## src/rtl/enclave_pkg.sv

```systemverilog
// Shared definitions for the LWE op sequencer: opcodes, FSM states and
// the beat-count arithmetic derived from the dimension and lane count.
package enclave_pkg;

    localparam logic [1:0] OPCODE_ENCRYPT = 2'b00;
    localparam logic [1:0] OPCODE_DECRYPT = 2'b01;
    localparam logic [1:0] OPCODE_ADD     = 2'b10;
    localparam logic [1:0] OPCODE_MULT    = 2'b11;

    typedef enum logic [1:0] {
        ST_IDLE   = 2'b00,
        ST_RUN_A  = 2'b01,
        ST_RUN_B  = 2'b10,
        ST_FINISH = 2'b11
    } state_t;

    // An operand spans dim+1 words; a sweep issues that many rows in
    // groups of `lanes`, the final group possibly partial.
    function automatic int calc_beats(input int dim, input int lanes);
        return (dim + lanes) / lanes;
    endfunction

    function automatic int calc_rem(input int dim, input int lanes);
        return (dim + 1) % lanes;
    endfunction

endpackage

```

## src/rtl/beat_counter.sv

```systemverilog
// Loadable row counter for one operand sweep: produces the beat's first
// row, the final-beat flag and the lane mask of the beat.
module beat_counter
    import enclave_pkg::*;
#(
    parameter int DIMENSION = 10,
    parameter int LANES     = 1,
    parameter int DIM_WIDTH = $clog2(DIMENSION + 2)
) (
    input  logic                 clk,
    input  logic                 rst_n,
    input  logic                 load,
    input  logic                 advance,
    output logic [DIM_WIDTH-1:0] row,
    output logic                 last_beat,
    output logic [LANES-1:0]     lane_mask
);

    localparam int BEATS = calc_beats(DIMENSION, LANES);
    localparam int REM   = calc_rem(DIMENSION, LANES);
    localparam logic [DIM_WIDTH-1:0] LAST_ROW  = DIM_WIDTH'((BEATS - 1) * LANES);
    localparam logic [LANES-1:0]     TAIL_MASK = (REM == 0) ? '1 : LANES'((1 << REM) - 1);

    // NOTE: state registers use non-blocking assignments so every flop
    // samples the pre-edge value regardless of block ordering.
    always_ff @(posedge clk or negedge rst_n) begin
        if (!rst_n) begin
            row <= '0;
        end else if (load) begin
            row <= '0;
        end else if (advance) begin
            row <= row + DIM_WIDTH'(LANES);
        end
    end

    assign last_beat = (row == LAST_ROW);
    assign lane_mask = last_beat ? TAIL_MASK : '1;

endmodule

```

## src/rtl/op_sequencer.sv

```systemverilog
// LWE operation sequencer: accepts one command and streams per-beat SRAM
// addresses, row indices and lane masks to the datapath.
module op_sequencer
    import enclave_pkg::*;
#(
    parameter int ADDR_WIDTH = 16,
    parameter int DIMENSION  = 10,
    parameter int LANES      = 1,
    parameter int DIM_WIDTH  = $clog2(DIMENSION + 2)
) (
    input  logic                  clk,
    input  logic                  rst_n,
    input  logic                  cmd_valid,
    output logic                  cmd_ready,
    input  logic [1:0]            cmd_opcode,
    input  logic [ADDR_WIDTH-1:0] cmd_op1_base,
    input  logic [ADDR_WIDTH-1:0] cmd_op2_base,
    input  logic [ADDR_WIDTH-1:0] cmd_dst_base,
    input  logic                  abort,
    output logic                  beat_valid,
    input  logic                  beat_ready,
    output logic [1:0]            opcode_out,
    output logic [ADDR_WIDTH-1:0] op1_addr,
    output logic [ADDR_WIDTH-1:0] op2_addr,
    output logic [ADDR_WIDTH-1:0] dst_addr,
    output logic                  op_select,
    output logic [DIM_WIDTH-1:0]  row,
    output logic [LANES-1:0]      lane_mask,
    output logic                  last,
    output logic                  busy,
    output logic                  done
);

    localparam logic [ADDR_WIDTH-1:0] ADDR_STEP = ADDR_WIDTH'(LANES);

    state_t state, next_state;
    logic   cmd_take, accept, cnt_load, last_beat;
    logic [LANES-1:0] cnt_mask;

    beat_counter #(
        .DIMENSION (DIMENSION),
        .LANES     (LANES),
        .DIM_WIDTH (DIM_WIDTH)
    ) u_beat_counter (
        .clk       (clk),
        .rst_n     (rst_n),
        .load      (cnt_load),
        .advance   (accept),
        .row       (row),
        .last_beat (last_beat),
        .lane_mask (cnt_mask)
    );

    always_ff @(posedge clk or negedge rst_n) begin
        if (!rst_n) begin
            state <= ST_IDLE;
        end else begin
            state <= next_state;
        end
    end

    // NOTE: every always_comb output gets a default first so no path
    // leaves a signal unassigned and infers a latch.
    always_comb begin
        next_state = state;
        cmd_ready  = 1'b0;
        beat_valid = 1'b0;
        busy       = 1'b0;
        done       = 1'b0;
        op_select  = 1'b0;
        last       = 1'b0;
        cmd_take   = 1'b0;
        accept     = 1'b0;
        cnt_load   = 1'b0;

        unique case (state)
            ST_IDLE: begin
                cmd_ready = 1'b1;
                cmd_take  = cmd_valid;
                cnt_load  = cmd_valid;
                if (cmd_valid) next_state = ST_RUN_A;
            end
            ST_RUN_A, ST_RUN_B: begin
                beat_valid = 1'b1;
                busy       = 1'b1;
                op_select  = (state == ST_RUN_B);
                last       = last_beat && ((state == ST_RUN_B) || (opcode_out != OPCODE_MULT));
                // Abort outranks the handshake: the presented beat is dropped.
                accept     = beat_ready && !abort;
                if (abort) begin
                    cnt_load   = 1'b1;
                    next_state = ST_IDLE;
                end else if (accept && last_beat) begin
                    cnt_load   = 1'b1;
                    next_state = last ? ST_FINISH : ST_RUN_B;
                end
            end
            ST_FINISH: begin
                done       = 1'b1;
                next_state = ST_IDLE;
            end
            default: next_state = ST_IDLE;
        endcase
    end

    always_ff @(posedge clk or negedge rst_n) begin
        if (!rst_n) begin
            opcode_out <= OPCODE_ENCRYPT;
            op1_addr   <= '0;
            op2_addr   <= '0;
            dst_addr   <= '0;
        end else if (cmd_take) begin
            opcode_out <= cmd_opcode;
            op1_addr   <= cmd_op1_base;
            op2_addr   <= cmd_op2_base;
            dst_addr   <= cmd_dst_base;
        end else if (accept) begin
            // MULT sweeps op1 alone, then op2 and dst together.
            if (state == ST_RUN_B) begin
                op2_addr <= op2_addr + ADDR_STEP;
                dst_addr <= dst_addr + ADDR_STEP;
            end else if (opcode_out == OPCODE_MULT) begin
                op1_addr <= op1_addr + ADDR_STEP;
            end else begin
                op1_addr <= op1_addr + ADDR_STEP;
                op2_addr <= op2_addr + ADDR_STEP;
                dst_addr <= dst_addr + ADDR_STEP;
            end
        end
    end

    assign lane_mask = beat_valid ? cnt_mask : '0;

endmodule

```

## config.mk

```make
export PLATFORM = sky130hd
export DESIGN_NAME = op_sequencer
export DESIGN_NICKNAME = d
export VERILOG_FILES = /design/src/rtl/enclave_pkg.sv /design/src/rtl/beat_counter.sv /design/src/rtl/op_sequencer.sv
export SDC_FILE = /design/constraint.sdc
export NUM_CORES = 1
export LEC_CHECK = 0
export CORE_MARGIN = 4
export CORE_UTILIZATION = 40
export DETAILED_ROUTE_END_ITERATION = 8
export MAX_ROUTING_LAYER = met4
export PLACE_DENSITY = 0.74
export SYNTH_ARGS = -nofsm -noshare
export SYNTH_HDL_FRONTEND = slang
export SYNTH_SLANG_ARGS = --single-unit
```

## constraint.sdc

```tcl
create_clock -name clk -period 5.65 [get_ports clk]
set_input_delay 1.13 -clock clk [delete_from_list [all_inputs] [get_ports clk]]
set_output_delay 1.13 -clock clk [all_outputs]
set_load 0.02 [all_outputs]
```

==> results.tsv <==
metric	value	unit
post_cts_buffers	0	
fin_tns_setup	0	ps
max_slew_margin	0.227	
rsz0062_at_grt	false	
yosysWarnings	0	
period_needed	3510	ps
ys_types	42	
ir_drop	0.216	mV
switchingPower	1.05	mW
initial_core_util	0.419	
power_frac_clock	0.101	
ioPinCount	116	
leakagePower	1.77	nW
fp.dieW	98.9	um
cp_data_arrival_time	2380	ps
layout_commonest_cell	clkdlybuf4s50_1	
grt_pass1_wl	16.1	mm
drc_errors	0	
crit_type	flop to primary output	
syn_to_final_growth	38.7	%
layout_setup_ws	2140	ps
vias_per_cell	5.76	
clkTransAtPathRegs	100	ps
numCtsBuffers	5	
clk_path_buf_depth	2	
synth.avg_cell_area	8.59	sq um
finalSetupViolations	0	
rows	32	
fin_util	0.581	
final_max_slew_viol_count	0	
power_density	502	nW/um^2
numPortBuffers	115	
cts_sinks	56	
vias	3379	
layout_common_cells	114 x clkdlybuf4s50_1, 56 x dfrtp_1, 49 x nand2_1, 33 x o21ai_0, 25 x a21oi_1	
post_cts_resize_count	0	
status	finished clean	
worst_pin_slew	1160	ps
combPwrFrac	0.536	
wl_per_cell	16.7	um
power	2.30	mW
post-dp-hpwl	7.12	mm
synth_flop_cell	dfrtp_1	
cts_hold_buf	0	
dp_cells	579	
drt_iter0_drc	188	
h-tree-depth	2	
cts_tree	yes	
nets	547	
syn_inst	385	
maxCapViolations	0	
overflow	0	
hp-class	flop to flop	
switching_share	0.458	
p_int	1.25	mW
synth-edff-count	0	
finalNonFillerCells	587	
finalCritPeriodShare	0.621	
dieArea	9780	sq um
wirelength	9.79	mm
drive_gt1_frac	0.0268	
preCtsSetupSlack	2120	ps
crit_path_start_kind	flop	
core	7890	sq um
cp-end-kind	primary output	
async_reset_ff_frac	1.00	
fillers	709	
crit_fanout	10	
syn_area	3310	sq um
grt_pass1_vias	3222	
grt_max_degree	57	
clock_skew	7.32	ps
power.share.sequential	0.363	
diodes	0	
grt_usage	0.204	
antenna_found_initial	0	
syn_nets	448	
dr.pass1.iters	5	
fmax	285	MHz
place.gp.congestion	0.888	
cts-root-buf	clkbuf_8	
crit_required	4520	ps
clock_latency	310	ps
antenna_left	0	
finalHoldViolCount	0	
die_h	98.9	um
seq_area_frac_synth	0.424	
ys_ff_latch	56	
==> layer usage <==
metal	track usage	vias up	share of wire
met1	0.269	1642	0.44
met5	-	-	0
li1	-	1634	-
met3	0.0326	4	0.050
met4	0.0378	0	0.0076
met2	0.335	99	0.51
==> kinds of logic after synthesis <==
| logic type | after synthesis | share of synthesized area |
|---|---|---|
| buffers and inverters | 34 | 0.0435 |
| muxes | 2 | 0.00606 |
| xor gates and xnor gates | 14 | 0.0371 |
| adders and majority gates | 8 | 0.0303 |
| AOI/OAI and AO/OA | 105 | 0.190 |
| DFF | 56 | 0.424 |
| and+or+nand+nor | 166 | 0.269 |
==> synthesized netlist by cell type, types with 8 or more instances <==
cell      number  area share
a21oi_1       25       0.038
nand4_1       18       0.034
and4_1         8       0.021
nand2_1       50       0.057
o21ai_0       33       0.050
nand3_1       19       0.029
dfrtp_1       56        0.42
or3_1          8       0.015
a31oi_1       16       0.030
or4_1          9       0.020
ha_1           8       0.030
nor2_1        24       0.027
inv_1          8      0.0091
clkbuf_1      18       0.020
==> cell type report <==
class	count	area (sq um)	area share
Inverter	8	30.0	0.00655
Clock buffer	7	86.3	0.0188
Clock inverter	1	7.51	0.00164
Tap cell	102	128	0.0278
Multi-Input combinational cell	295	1760	0.385
Sequential cell	56	1400	0.306
Timing Repair Buffer	118	1170	0.255
==> worst max-delay path: stages, from the launching register on <==
cell,delay (ps)
dfrtp_1,410
inv_1,90
ha_1,350
nand3b_1,380
and3_1,230
clkdlybuf4s50_1,610
==> worst paths after layout <==
kind | from | to | slack, ps | depth (start not counted)
worst max register to register | state[1]$_DFFE_PN0P_ | op1_addr[4]$_DFFE_PN0P_ | 2870 | 6
max in group asynchronous | rst_n | dst_addr[14]$_DFFE_PN0P_ | 4210 | 2
worst min-delay path | state[0]$_DFFE_PN0P_ | state[0]$_DFFE_PN0P_ | 550 | 1
worst max-delay path | state[0]$_DFFE_PN0P_ | last | 2140 | 5
min in group asynchronous | rst_n | op2_addr[5]$_DFFE_PN0P_ | 950 | 2
worst min register to register | state[0]$_DFFE_PN0P_ | state[0]$_DFFE_PN0P_ | 550 | 1
==> registers in the layout, summed over array words and instances, names as in the netlist <==
signal              count
dst_addr               16
op2_addr               16
opcode_out              2
u_beat_counter.row      4
op1_addr               16
state                   2
==> power groups by stage <==
stage	clock network (mW)	registers (mW)	logic, mW
after floorplan	0	0.984	0.514
after global placement	0	0.830	1.22
after detailed placement	0	0.834	1.24
after CTS	0.238	0.830	1.25
after global routing	0.257	0.868	1.34
final	0.233	0.835	1.23
==> stage by stage <==
step           area (sq um)  hold WS [ps]
3_5_place_dp           4490           525
6_report               4580           545
4_1_cts                4580           550
3_3_place_gp           4490           513
2_1_floorplan          3310           494
5_1_grt                4580           591
Power figures use the tool's default switching activity.
